## src/rtl/icache_refill_controller_if.sv

```systemverilog
// Bundle of fetch, cache-array, memory-refill, flush and counter signals for the refill controller.
// slave = controller side, master = environment side.
interface icache_refill_controller_if #(
  parameter int NFU                     = 2,
  parameter int NCACHE_ENTRIES          = 256,
  parameter int PHYSICAL_ADDRESS_LENGTH = 56
);
  localparam int PAL  = PHYSICAL_ADDRESS_LENGTH;
  localparam int IDX  = $clog2(NCACHE_ENTRIES);
  localparam int OFF  = $clog2(NFU * 4);
  localparam int TAG  = PAL - IDX - OFF;
  localparam int LINE = 1 + TAG + NFU * 32;

  logic              reqValid;
  logic              reqReady;
  logic [PAL-1:0]    reqAddress;
  logic              respValid;
  logic [NFU*32-1:0] respData;
  logic              respError;
  logic              arrReadEn;
  logic              arrWriteEn;
  logic [IDX-1:0]    arrIndex;
  logic [LINE-1:0]   arrReadLine;
  logic [LINE-1:0]   arrWriteLine;
  logic              memReqValid;
  logic              memReqReady;
  logic [PAL-1:0]    memReqAddress;
  logic              memBeatValid;
  logic [31:0]       memBeatData;
  logic              flushReq;
  logic              flushBusy;
  logic [31:0]       hitCount;
  logic [31:0]       missCount;

  modport slave (
    input  reqValid, reqAddress, arrReadLine, memReqReady, memBeatValid, memBeatData, flushReq,
    output reqReady, respValid, respData, respError, arrReadEn, arrWriteEn, arrIndex,
           arrWriteLine, memReqValid, memReqAddress, flushBusy, hitCount, missCount
  );

  modport master (
    output reqValid, reqAddress, arrReadLine, memReqReady, memBeatValid, memBeatData, flushReq,
    input  reqReady, respValid, respData, respError, arrReadEn, arrWriteEn, arrIndex,
           arrWriteLine, memReqValid, memReqAddress, flushBusy, hitCount, missCount
  );
endinterface

```

## src/rtl/icache_refill_controller.sv

```systemverilog
// Instruction-cache refill controller: lookup, line refill from memory, full-cache flush.
// state   | meaning
// IDLE    | ready for a request; starts a pending flush first
// LOOKUP  | array read data valid, hit/miss decision
// MEMREQ  | line-aligned memory request held until accepted
// REFILL  | collecting NFU beats into the line buffer
// WRITE   | one-cycle array write of the refilled line
// RESPOND | one-cycle response pulse
// FLUSH   | invalidating one index per cycle
module icache_refill_controller #(
  parameter int NFU                     = 2,
  parameter int NCACHE_ENTRIES          = 256,
  parameter int PHYSICAL_ADDRESS_LENGTH = 56
) (
  input logic                       clk,
  input logic                       rstN,
  icache_refill_controller_if.slave bus
);
  localparam int PAL  = PHYSICAL_ADDRESS_LENGTH;
  localparam int IDX  = $clog2(NCACHE_ENTRIES);
  localparam int OFF  = $clog2(NFU * 4);
  localparam int TAG  = PAL - IDX - OFF;
  localparam int LINE = 1 + TAG + NFU * 32;
  localparam int DW   = NFU * 32;
  localparam int BW   = (NFU > 1) ? $clog2(NFU) : 1;

  typedef enum logic [2:0] {IDLE, LOOKUP, MEMREQ, REFILL, WRITE, RESPOND, FLUSH} state_t;

  state_t             r_state;
  logic [PAL-OFF-1:0] r_line_addr;
  logic [DW-1:0]      r_data;
  logic               r_err;
  logic [BW-1:0]      r_beat;
  logic [IDX-1:0]     r_flush_idx;
  logic               r_flush_pending;
  logic [31:0]        r_hit_cnt;
  logic [31:0]        r_miss_cnt;

  logic w_ready;
  logic w_accept;
  logic w_aligned;
  logic w_hit;

  // A flush request arriving in IDLE wins over a simultaneous fetch request.
  assign w_ready   = (r_state == IDLE) && !r_flush_pending && !bus.flushReq;
  assign w_accept  = bus.reqValid && w_ready && rstN;
  assign w_aligned = (bus.reqAddress[OFF-1:0] == '0);
  assign w_hit     = bus.arrReadLine[LINE-1] &&
                     (bus.arrReadLine[LINE-2 -: TAG] == r_line_addr[PAL-OFF-1 -: TAG]);

  always_ff @(posedge clk or negedge rstN) begin
    if (!rstN) begin
      r_state         <= IDLE;
      r_line_addr     <= '0;
      r_data          <= '0;
      r_err           <= 1'b0;
      r_beat          <= '0;
      r_flush_idx     <= '0;
      r_flush_pending <= 1'b0;
      r_hit_cnt       <= '0;
      r_miss_cnt      <= '0;
    end else begin
      if (bus.flushReq && r_state != FLUSH) r_flush_pending <= 1'b1;
      case (r_state)
        IDLE: begin
          if (r_flush_pending || bus.flushReq) begin
            r_state     <= FLUSH;
            r_flush_idx <= '0;
          end else if (w_accept) begin
            r_line_addr <= bus.reqAddress[PAL-1:OFF];
            if (w_aligned) begin
              r_state <= LOOKUP;
              r_err   <= 1'b0;
            end else begin
              r_state <= RESPOND;
              r_err   <= 1'b1;
              r_data  <= '0;
            end
          end
        end
        LOOKUP: begin
          if (w_hit) begin
            r_data    <= bus.arrReadLine[DW-1:0];
            r_hit_cnt <= r_hit_cnt + 32'd1;
            r_state   <= RESPOND;
          end else begin
            r_miss_cnt <= r_miss_cnt + 32'd1;
            r_beat     <= '0;
            r_state    <= MEMREQ;
          end
        end
        MEMREQ: if (bus.memReqReady) r_state <= REFILL;
        REFILL: begin
          if (bus.memBeatValid) begin
            r_data[32*r_beat +: 32] <= bus.memBeatData;
            if (r_beat == BW'(NFU - 1)) begin
              r_beat  <= '0;
              r_state <= WRITE;
            end else begin
              r_beat <= r_beat + BW'(1);
            end
          end
        end
        WRITE:   r_state <= RESPOND;
        RESPOND: r_state <= IDLE;
        FLUSH: begin
          r_flush_idx <= r_flush_idx + IDX'(1);
          if (r_flush_idx == IDX'(NCACHE_ENTRIES - 1)) begin
            r_flush_pending <= 1'b0;
            r_state         <= IDLE;
          end
        end
        default: r_state <= IDLE;
      endcase
    end
  end

  always_comb begin
    bus.arrIndex = '0;
    if (w_accept && w_aligned) bus.arrIndex = bus.reqAddress[OFF+IDX-1:OFF];
    else if (r_state == WRITE) bus.arrIndex = r_line_addr[IDX-1:0];
    else if (r_state == FLUSH) bus.arrIndex = r_flush_idx;
  end

  assign bus.reqReady      = w_ready;
  assign bus.respValid     = (r_state == RESPOND);
  assign bus.respError     = (r_state == RESPOND) && r_err;
  assign bus.respData      = (r_state == RESPOND) ? r_data : '0;
  assign bus.arrReadEn     = w_accept && w_aligned;
  assign bus.arrWriteEn    = (r_state == WRITE) || (r_state == FLUSH);
  assign bus.arrWriteLine  = (r_state == WRITE) ?
                             {1'b1, r_line_addr[PAL-OFF-1 -: TAG], r_data} : '0;
  assign bus.memReqValid   = (r_state == MEMREQ);
  assign bus.memReqAddress = (r_state == MEMREQ) ? {r_line_addr, {OFF{1'b0}}} : '0;
  assign bus.flushBusy     = r_flush_pending;
  assign bus.hitCount      = r_hit_cnt;
  assign bus.missCount     = r_miss_cnt;
endmodule

```

## src/flat_wrapper.sv

```systemverilog
// flat-port wrapper written by rule: the top's interface ports become plain ports
module icache_refill_controller_flat 
#(
  parameter int NFU                     = 2,
  parameter int NCACHE_ENTRIES          = 256,
  parameter int PHYSICAL_ADDRESS_LENGTH = 56
)
  (clk, rstN, bus_reqValid, bus_reqAddress, bus_arrReadLine, bus_memReqReady, bus_memBeatValid, bus_memBeatData, bus_flushReq, bus_reqReady, bus_respValid, bus_respData, bus_respError, bus_arrReadEn, bus_arrWriteEn, bus_arrIndex, bus_arrWriteLine, bus_memReqValid, bus_memReqAddress, bus_flushBusy, bus_hitCount, bus_missCount);
  icache_refill_controller_if #(.NFU(NFU), .NCACHE_ENTRIES(NCACHE_ENTRIES), .PHYSICAL_ADDRESS_LENGTH(PHYSICAL_ADDRESS_LENGTH)) bus_i ();
  input logic clk;
  input logic rstN;
  input wire logic [$bits(bus_i.reqValid)-1:0] bus_reqValid;
  input wire logic [$bits(bus_i.reqAddress)-1:0] bus_reqAddress;
  input wire logic [$bits(bus_i.arrReadLine)-1:0] bus_arrReadLine;
  input wire logic [$bits(bus_i.memReqReady)-1:0] bus_memReqReady;
  input wire logic [$bits(bus_i.memBeatValid)-1:0] bus_memBeatValid;
  input wire logic [$bits(bus_i.memBeatData)-1:0] bus_memBeatData;
  input wire logic [$bits(bus_i.flushReq)-1:0] bus_flushReq;
  output wire logic [$bits(bus_i.reqReady)-1:0] bus_reqReady;
  output wire logic [$bits(bus_i.respValid)-1:0] bus_respValid;
  output wire logic [$bits(bus_i.respData)-1:0] bus_respData;
  output wire logic [$bits(bus_i.respError)-1:0] bus_respError;
  output wire logic [$bits(bus_i.arrReadEn)-1:0] bus_arrReadEn;
  output wire logic [$bits(bus_i.arrWriteEn)-1:0] bus_arrWriteEn;
  output wire logic [$bits(bus_i.arrIndex)-1:0] bus_arrIndex;
  output wire logic [$bits(bus_i.arrWriteLine)-1:0] bus_arrWriteLine;
  output wire logic [$bits(bus_i.memReqValid)-1:0] bus_memReqValid;
  output wire logic [$bits(bus_i.memReqAddress)-1:0] bus_memReqAddress;
  output wire logic [$bits(bus_i.flushBusy)-1:0] bus_flushBusy;
  output wire logic [$bits(bus_i.hitCount)-1:0] bus_hitCount;
  output wire logic [$bits(bus_i.missCount)-1:0] bus_missCount;
  assign bus_i.reqValid = bus_reqValid;
  assign bus_i.reqAddress = bus_reqAddress;
  assign bus_i.arrReadLine = bus_arrReadLine;
  assign bus_i.memReqReady = bus_memReqReady;
  assign bus_i.memBeatValid = bus_memBeatValid;
  assign bus_i.memBeatData = bus_memBeatData;
  assign bus_i.flushReq = bus_flushReq;
  assign bus_reqReady = bus_i.reqReady;
  assign bus_respValid = bus_i.respValid;
  assign bus_respData = bus_i.respData;
  assign bus_respError = bus_i.respError;
  assign bus_arrReadEn = bus_i.arrReadEn;
  assign bus_arrWriteEn = bus_i.arrWriteEn;
  assign bus_arrIndex = bus_i.arrIndex;
  assign bus_arrWriteLine = bus_i.arrWriteLine;
  assign bus_memReqValid = bus_i.memReqValid;
  assign bus_memReqAddress = bus_i.memReqAddress;
  assign bus_flushBusy = bus_i.flushBusy;
  assign bus_hitCount = bus_i.hitCount;
  assign bus_missCount = bus_i.missCount;
  icache_refill_controller #(.NFU(NFU), .NCACHE_ENTRIES(NCACHE_ENTRIES), .PHYSICAL_ADDRESS_LENGTH(PHYSICAL_ADDRESS_LENGTH)) u_core (.clk(clk), .rstN(rstN), .bus(bus_i));
endmodule
```

## config.mk

```make
export PLATFORM = sky130hd
export DESIGN_NAME = icache_refill_controller_flat
export DESIGN_NICKNAME = d
export VERILOG_FILES = /design/src/rtl/icache_refill_controller_if.sv /design/src/rtl/icache_refill_controller.sv /design/src/flat_wrapper.sv
export SDC_FILE = /design/constraint.sdc
export NUM_CORES = 1
export LEC_CHECK = 0
export CAP_MARGIN = 20
export CORE_ASPECT_RATIO = 1.75
export CORE_UTILIZATION = 25
export CTS_CLUSTER_DIAMETER = 100
export DETAILED_ROUTE_END_ITERATION = 7
export PLACE_DENSITY = 0.52
export SKIP_CTS_REPAIR_TIMING = 1
export SYNTH_ARGS = -nofsm -noshare
export SYNTH_HDL_FRONTEND = slang
export SYNTH_SLANG_ARGS = --single-unit
```

## constraint.sdc

```tcl
create_clock -name clk -period 2.87 [get_ports clk]
set_input_delay 0.574 -clock clk [delete_from_list [all_inputs] [get_ports clk]]
set_output_delay 0.574 -clock clk [all_outputs]
set_load 0.02 [all_outputs]
```

==> metrics.yaml <==
finish:
  nFillCells: 4678
  final_cell_mix: "clkdlybuf4s50_1, dfrtp_1, dlymetal6s2s_1"
  drive_above_1_share_pct: 9.85
  commonest_non_fill_non_tap_cell_in_the_layout: "clkdlybuf4s50_1"
  finish.utilization_pct: 40.3
  areaGrowthSynthToFinish_pct: 59.1
  final_nets: 1910
  final_cells: 2312
yosys:
  async_reset_ff_share_pct: 100
  ys.flop_type: "dfrtp_1"
  synth_top_area_share_pct: 41.1
  synth_top_cell_by_area: "dfrtp_1"
  synth_seq_area_share_pct: 41.1
  synth_warnings: 0
  synth_compound_area_share_pct: 6.38
  yosys_register_bits: 195
  synth_top_family_by_area: "simple AND/OR/NAND/NOR gates"
  syn-mean-instance-area_um2: 9.73
  synth_adder_area_share_pct: 0.316
  synth_simple_gate_area_share_pct: 23.5
  post_synth_num_cell_types: 48
  synth.cell_area_mm2: 0.0119
  synth.area.mux_share_pct: 16.9
  synth_enable_flop_cells: 0
  postSynthCellCount: 1222
  synth_xor_area_share_pct: 7.44
  synth.top_cells.by_area: "dfrtp_1, and3_1, mux2i_1"
global_route:
  grt_start_max_net_pins: 110
  track_usage_pct: 19.7
  antenna_violations_before_repair: 11
  first_pass_grt_wire_length_um: 72600
  grt-ovfl-total: 0
  first_global_vias: 11603
floorplan:
  dieHeight_um: 290
  die_width_um: 167
  num_io_pins: 513
  start_util_pct: 25.3
  floorplan.rows: 105
  design.die.area_mm2: 0.0485
  design.core.area_mm2: 0.0469
clocking:
  max-clock-path-buffers: 2
  root_buffer: "clkbuf_16"
  tritoncts: "yes"
  clock_insertion_delay_worst_skew_ps: 450
  clock_pin_slew_on_the_worst_setup_and_hold_paths_ps: 80
  numCtsBuffers: 17
  clock_sink_count: 195
  cts_max_level: 4
placed_design:
  dpl.cell_count: 2270
  gp_congestion: 0.839
  portBuffers: 509
  place.detailed.hpwl_um: 36000
pwr:
  switching_power_uw: 4650
  sequential_power_share_pct: 33.2
  p_sw_share_pct: 42.3
  power.combinational.fraction_pct: 44.2
  power_per_cell_area_mw_per_mm2: 581
  power.share.clock_pct: 22.6
  power_consumption_uw: 11000
  peak_supply_drop_mv: 0.502
  power_report.internal_total_uw: 6330
  p_leak_uw: 0.0117
setup_path:
  crit_path_cell_chain: "inv_4, and3_4, and3_4, nor4b_4, buf_4, nand2_1, o21ai_1, buf_4"
  cp.required_ps: 2300
  critical_path_peak_fanout: 5
  critical-path-max-stage-delay_ps: 530
  arr_time_crit_path_ps: 2210
  path_class: "flip-flop to output port"
  endpoint_kind: "output port"
  standard_cell_with_the_maximum_stage_delay_on_the_critical_path: "dfrtp_4"
  crit_path_start_kind: "flip-flop"
  worst_r2r_setup_slack_ps: 280
sta:
  tns_ps: 0
  headroom_to_the_max_slew_limit_pct: 29.7
  hold_violations: 0
  timing.fmax_mhz: 359
  layout_worst_path_cycle_share_pct: 97.1
  finalSetupViolCount: 0
  worst_slew_pin_slew_ps: 1050
  final.setup_skew_ps: 16.1
  timing_max_transition_violations_final: 0
  rsz0062_at_grt: "true"
  holdWs_ps: 375
  minimum_clock_period_ps: 2790
route:
  route.detailed.vias_per_inst: 4.90
  finalWirelength_um: 48600
  routed_wire_length_per_instance_um: 21.0
  first_pass_iters: 5
  drt_drc_violations_left: 0
  total_vias_in_the_final_route: 11323
  detailedRoute.firstIterationViolations: 518
  ant_nets: 0
min_path:
  hp-class: "primary input to async pin"
status:
  run_status: "finished clean"
job:
  drv_cap: 0
[cell type report]
class / instances / area [um^2] / share of cell area, %
antenna: 8 / 20.0 / 0.106
timing repair buffer: 561 / 6060 / 32.1
clock inverter: 14 / 155 / 0.821
clock buffer: 18 / 439 / 2.32
multi-input combinational: 913 / 6550 / 34.6
sequential: 195 / 4890 / 25.8
inverter: 15 / 60.1 / 0.318
tap: 588 / 736 / 3.89
[per-layer routing]
| metal | vias to the layer above | track usage [%] | wire length [um] |
|---|---|---|---|
| met5 | - | 0 | 13 |
| met4 | 2 | 7.68 | 1240 |
| met3 | 48 | 4.04 | 2600 |
| met2 | 376 | 36.5 | 26200 |
| met1 | 5598 | 21.6 | 18500 |
| li1 | 5299 | - | - |
[critical path: cells and delay by family, from the launching register on]
kind,cells,cell delay (ps)
and+or+nand+nor,4,670
DFF,1,530
buffers and inverters,3,470
AOI/OAI and AO/OA,1,90
[through the flow]
| stage | instance area, um^2 | worst slack (ps) |
|---|---|---|
| after floorplan | 11900 | 53.5 |
| after global placement | 17800 | -526 |
| after detailed placement | 17800 | -521 |
| after CTS | 18400 | -527 |
| after global routing | 18900 | -25.0 |
| final | 18900 | 84.6 |
[path summary, 6_finish.rpt]
check	startpoint	end	cells past startpoint
worst min register to register	u_core.bus.hitCount[19]	u_core.bus.hitCount[19]	1
worst max register to register	u_core.r_line_addr[21]	u_core.bus.hitCount[25]	10
min in group clk	u_core.bus.hitCount[19]	u_core.bus.hitCount[19]	1
worst min-delay path	rstN	u_core.r_data[37]	2
max in group asynchronous	rstN	u_core.r_beat	3
worst max-delay path	u_core.r_state[1]	bus_arrIndex[5]	8
[power by group through the flow]
stage / Clock [uW] / Combinational [uW] / Sequential [uW]
after floorplan: 0 / 2980 / 3460
after global placement: 0 / 4780 / 3670
after detailed placement: 0 / 4830 / 3690
after CTS: 2590 / 4850 / 3640
after global routing: 2680 / 5250 / 3710
final: 2480 / 4850 / 3650
[synth_stat cells (3+ instances only)]
| master | number |
|---|---|
| mux2_1 | 60 |
| nor2_1 | 95 |
| mux2i_1 | 73 |
| nand4_1 | 26 |
| a21oi_1 | 3 |
| nand3_1 | 20 |
| mux2_2 | 54 |
| buf_4 | 5 |
| xor2_1 | 34 |
| buf_2 | 12 |
| inv_1 | 14 |
| buf_6 | 6 |
| dfrtp_1 | 195 |
| a22o_1 | 3 |
| and2_1 | 66 |
| xnor2_1 | 67 |
| clkbuf_1 | 73 |
| ha_1 | 3 |
| and3_1 | 178 |
| nor3_1 | 25 |
| nor4b_1 | 3 |
| o21ai_0 | 28 |
| nor4_1 | 16 |
| nand2_1 | 60 |
| nand2b_1 | 7 |
| buf_1 | 5 |
| a211oi_1 | 64 |
| and4_1 | 4 |
[state kept, by name, summed over array words and instances (netlist names)]
name,flops
u_core.r_state,3
u_core.r_line_addr,53
u_core.bus.flushBusy,1
u_core.r_flush_idx,8
u_core.bus.hitCount,32
u_core.r_err,1
u_core.r_beat,1
u_core.r_data,64
u_core.bus.missCount,32
[cell families (layout without fill, tap and decap cells)]
group / Yosys count / after routing
and+or+nand+nor: 510 / 510
DFF: 195 / 195
muxes: 187 / 187
buffers and inverters: 116 / 608
AOI/OAI and AO/OA: 109 / 109
xor gates and xnor gates: 101 / 101
adders and majority gates: 3 / 3
other: 1 / 11
Power figures use the tool's default switching activity.
==> RTL change 1 (same flow settings) <==
The 7 states of `state_t` get a Gray code encoding in 3 bits.
--- a/src/rtl/icache_refill_controller.sv
+++ b/src/rtl/icache_refill_controller.sv
@@ -24,7 +24,7 @@
   localparam int DW   = NFU * 32;
   localparam int BW   = (NFU > 1) ? $clog2(NFU) : 1;
 
-  typedef enum logic [2:0] {IDLE, LOOKUP, MEMREQ, REFILL, WRITE, RESPOND, FLUSH} state_t;
+  typedef enum logic [2:0] {IDLE = 3'b000, LOOKUP = 3'b001, MEMREQ = 3'b011, REFILL = 3'b010, WRITE = 3'b110, RESPOND = 3'b111, FLUSH = 3'b101} state_t;
 
   state_t             r_state;
   logic [PAL-OFF-1:0] r_line_addr;
Behaviour: no difference found for any inputs over 4 cycles, from zero or initial values and one cycle with rstN low; so few cycles prove little.
==> RTL change 1 against the unedited design <==
Wire length rose by 3.6%; area after synthesis fell by 6.5%; fmax decreased by 0.36%; cell area down 1.1%; worst setup slack lost 10 ps; sequential cell count is the same; worst hold slack worse by 200 ps; critical path type unchanged.
Power is not compared: it rests on default switching activity, and its combinational part moved more than twofold at a synthesized area within 25%.
==> RTL change 1: results (changes against the unedited design) <==
metric;value;unit;change
number of H-tree levels;4;;unchanged
Longest Clk Path Bufs;2;;unchanged
routed len/inst;22.6;microns;+7.4%
Inserted Clock Buffers;17;;unchanged
maximum VDD drop;0.286;mV;
Compound-Gate Fraction of Synth Area;0.119;;+0.0547
Comb group;0.524;mW;
post-placement cell area;0.0175;sq mm;-1.7%
mux contribution to synthesized area;0.0566;;-0.113
CTS clk-pin slew, worst paths;80;ps;about the same
Worst Path Max Fanout;3;;-2
Global Route Usage Sum;0.217;;+0.0201
synth top area cells;dfrtp_1 (44%), and2_1 (12%), mux2_2 (5.6%);;
ys async rst share;1.00;;unchanged
pre-CTS setup slack;-376;ps;+145 ps
crit path from;u_core.r_state[1];;
biggest regs;u_core.r_data x64, u_core.r_line_addr x53;;
vias per cell;4.86;;-0.82%
Initial DRT Pass Iterations;7;;+2
RD Place Congestion;0.870;;+3.7%
R2R Path End;u_core.bus.hitCount[13];;
Post-Place Cells;2194;;-3.3%
Post-synth top cells;and2_1 (222), dfrtp_1 (195), clkbuf_1 (67);;
XOR/XNOR Fraction of Synth Area;0.0796;;+0.00515
Worst R2R Setup Slack;160;ps;-120 ps
Reg power frac;0.490;;
dpl hpwl;38.7;mm;+7.5%
vias in the first global route;11400;;-1.8%
Clock Tree Root;clkbuf_16;;
worst setup path endpoint;bus_reqReady;;
final net count;1856;;-2.8%
Clock Latency Late Sink;460;ps;
Initial DRC Count;371;;-28%
register area share after synthesis;0.439;;+0.0284
Main synth FF type;dfrtp_1;;
hold slack final;178;ps;-197 ps
Yosys warning count;0;;unchanged
Critical Path AT;2220;ps;
layout cells sized above 1;0.127;;+0.0285
met3 routed WL;2.90;mm;+12%
largest net degree at the start of global routing;65;;-41%
top sig layer;met5;;
start of the worst register-to-register path;u_core.r_line_addr[13];;
met2 routed WL;28.0;mm;+6.7%
Worst Clk Skew;21.3;ps;+5.16 ps
Yosys cell types;56;;+17%
initial antenna violation count;3;;-8
max_slew headroom;0.392;;+0.0953
adder-cell share of the synthesized area;0.00338;;+0.000219
first-pass GRT wire length;72.5;mm;-0.19%
WL met1;17.6;mm;-5.0%
LEAKAGE;11.5;nW;
status;finished clean;;
worst r2r path cells;6;;-4
syn avg cell area;9.97;sq um;+2.5%
final wirelength;50.3;mm;+3.6%
fin worst setup slack;74.4;ps;-10.2 ps
==> RTL change 1: cell count changes after synthesis, moves of 67 or more <==
cell     unedited run  this run
nor2_1             95        28
and3_1            178         7
and2_1             66       222
mux2i_1            73         1
==> RTL change 1: layer usage <==
| layer | GRT usage | up-vias |
|---|---|---|
| met3 | 0.0447 | 74 |
| met1 | 0.221 | 5317 |
| met2 | 0.416 | 424 |
| met4 | 0.0994 | 2 |
| li1 | - | 5015 |
| met5 | 0 | - |
==> RTL change 1: layout make-up <==
| cell class | count | area [sq um] |
|---|---|---|
| multi-input cells | 819 | 5930 |
| inverters | 25 | 93.8 |
| well taps | 566 | 708 |
| fillers | 4227 | 24900 |
| flip-flops and latches | 195 | 4880 |
| clock buffers | 17 | 425 |
| diodes | 3 | 7.51 |
| clock inverters | 14 | 138 |
| repair buffers | 591 | 6520 |
==> RTL change 1: critical path: stages (launching register included) <==
cell	delay [ps]
dfrtp_1	370
or3_1	470
nor2_2	170
buf_4	140
clkdlybuf4s50_1	630
==> RTL change 2 (same settings) <==
Without the edit above. `PHYSICAL_ADDRESS_LENGTH` is set to 56 in 3 places; all go to 84.
--- a/src/rtl/icache_refill_controller_if.sv
+++ b/src/rtl/icache_refill_controller_if.sv
@@ -3,7 +3,7 @@
 interface icache_refill_controller_if #(
   parameter int NFU                     = 2,
   parameter int NCACHE_ENTRIES          = 256,
-  parameter int PHYSICAL_ADDRESS_LENGTH = 56
+  parameter int PHYSICAL_ADDRESS_LENGTH = 84
 );
   localparam int PAL  = PHYSICAL_ADDRESS_LENGTH;
   localparam int IDX  = $clog2(NCACHE_ENTRIES);
--- a/src/rtl/icache_refill_controller.sv
+++ b/src/rtl/icache_refill_controller.sv
@@ -10,7 +10,7 @@
 module icache_refill_controller #(
   parameter int NFU                     = 2,
   parameter int NCACHE_ENTRIES          = 256,
-  parameter int PHYSICAL_ADDRESS_LENGTH = 56
+  parameter int PHYSICAL_ADDRESS_LENGTH = 84
 ) (
   input logic                       clk,
   input logic                       rstN,
--- a/src/flat_wrapper.sv
+++ b/src/flat_wrapper.sv
@@ -3,7 +3,7 @@
 #(
   parameter int NFU                     = 2,
   parameter int NCACHE_ENTRIES          = 256,
-  parameter int PHYSICAL_ADDRESS_LENGTH = 56
+  parameter int PHYSICAL_ADDRESS_LENGTH = 84
 )
   (clk, rstN, bus_reqValid, bus_reqAddress, bus_arrReadLine, bus_memReqReady, bus_memBeatValid, bus_memBeatData, bus_flushReq, bus_reqReady, bus_respValid, bus_respData, bus_respError, bus_arrReadEn, bus_arrWriteEn, bus_arrIndex, bus_arrWriteLine, bus_memReqValid, bus_memReqAddress, bus_flushBusy, bus_hitCount, bus_missCount);
   icache_refill_controller_if #(.NFU(NFU), .NCACHE_ENTRIES(NCACHE_ENTRIES), .PHYSICAL_ADDRESS_LENGTH(PHYSICAL_ADDRESS_LENGTH)) bus_i ();
Interface: changed (resized bus_arrReadLine, bus_arrWriteLine, bus_memReqAddress and bus_reqAddress); port bits go from 513 to 625. The function was not compared with the original's and may differ.
==> RTL change 2 against the unedited design <==
The run now ends with setup timing left; wire length is 55% higher; cell area is 34% higher; area after synthesis is 20% higher; sequential share of layout area is 3.7 points lower; sequential cell count is 28 higher; cell count is 29% higher; critical path depth is 2 higher; via count is 31% higher; worst setup slack worse by 300 ps; critical path type unchanged; highest routed layer unchanged.
Power is not compared: it rests on default switching activity, and its combinational part moved more than twofold at a synthesized area within 25%.
==> RTL change 2: results (changes against the unedited design) <==
metric;value;unit;change
Worst-Margin Slew;1030;ps;-23.3 ps
Initial DRT Pass Iterations;5;;unchanged
synth top area cells;dfrtp_1 (39%), and3_1 (10%), mux2_2 (6.5%);;
layout cells sized above 1;0.237;;+0.138
failing checks;setup timing;;
Critical Path AT;2510;ps;+300 ps
fin worst setup slack;-214;ps;-299 ps
RD Place Congestion;0.980;;+17%
CTS clk-pin slew, worst paths;60;ps;-20 ps
Main synth FF type;dfrtp_1;;
biggest regs;u_core.r_line_addr x81, u_core.r_data x64;;
final wirelength;75.5;mm;+55%
number of H-tree levels;1;;-3
final setup violation count;84;;+84
Clock Latency Late Sink;560;ps;+110 ps
final net count;2455;;+29%
Post-Place Cells;2894;;+27%
max incr delay on CP;470;ps;-60 ps
I/O Buffers;621;;+22%
Post-synth top cells;and3_1 (232), dfrtp_1 (223), clkbuf_1 (99);;
Longest Clk Path Bufs;3;;+1
Final ANT Viol Nets;0;;unchanged
Layout Cells excl Fill;2973;;+29%
Inserted Clock Buffers;26;;+9
Worst Path Max Fanout;4;;-1
start of the worst register-to-register path;u_core.r_line_addr[53];;
fill count;5318;;+14%
dpl hpwl;54.3;mm;+51%
TNS Setup;-10760;ps;-10760 ps
first-pass GRT wire length;102;mm;+40%
largest net degree at the start of global routing;135;;+23%
post-placement cell area;0.0226;sq mm;+27%
storage element area;0.00559;sq mm;+14%
Initial DRC Count;691;;+33%
register area share after synthesis;0.391;;-0.0198
status;finished, violations left;;
Worst R2R Setup Slack;-190;ps;-470 ps
pre-CTS setup slack;-1010;ps;-487 ps
initial antenna violation count;6;;-5
DR vias;14800;;+31%
Global Route Usage Sum;0.236;;+0.0390
hold slack final;92.7;ps;-282 ps
Worst Clk Skew;14.1;ps;-2.06 ps
-- RTL change 2: final timing paths --
kind,cells past startpoint,endpoint
max,10,bus_arrIndex[5]
min,2,u_core.r_line_addr[13]
max reg2reg,10,u_core.r_data[32]
min reg2reg,1,u_core.bus.missCount[31]
max in group asynchronous,3,u_core.r_state[1]
min in group clk,1,u_core.bus.missCount[31]
-- RTL change 2: cells by family (layout without fill, tap and decap cells) --
| group | Yosys count | after routing | synth area share |
|---|---|---|---|
| fa+ha+maj | 3 | 3 | 0.00263 |
| simple gates | 638 | 638 | 0.252 |
| mux | 155 | 155 | 0.116 |
| other cells | 1 | 5 | 0.000263 |
| buf+inv | 140 | 896 | 0.0454 |
| flops | 223 | 223 | 0.391 |
| compound gates | 174 | 174 | 0.120 |
| xor+xnor | 119 | 119 | 0.0730 |
-- RTL change 2: worst max-delay path, delay by kind of cell, from the launching register on --
family                 cells  cell delay, ps
AO/OA/AOI/OAI              1              90
buffers and inverters      4             560
flip-flops                 1             470
AND/OR/NAND/NOR            5             820
-- RTL change 2: where the power goes --
| part | total, mW | switching [mW] | internal (mW) |
|---|---|---|---|
| Clock | 3.62 | 1.48 | 2.14 |
| Combinational | 0.669 | 0.262 | 0.406 |
| Sequential | 3.14 | 0 | 3.14 |
| Total | 7.43 | 1.74 | 5.69 |
-- RTL change 2: final cells by class --
class | count | area share
Timing Repair Buffer | 832 | 0.361
Multi-Input combinational cell | 1092 | 0.341
Sequential cell | 223 | 0.221
Tap cell | 760 | 0.0376
Clock buffer | 35 | 0.0303
Clock inverter | 12 | 0.00594
Inverter | 17 | 0.00322
Antenna cell | 2 | 0.000198
-- RTL change 2: layer usage --
layer  vias up  GRT usage  part of all wire
met2       660      0.439              0.53
met3       135     0.0526             0.069
li1       6729          -                 -
met1      7291      0.240              0.34
met5         -          0           0.00036
met4         4      0.126             0.061
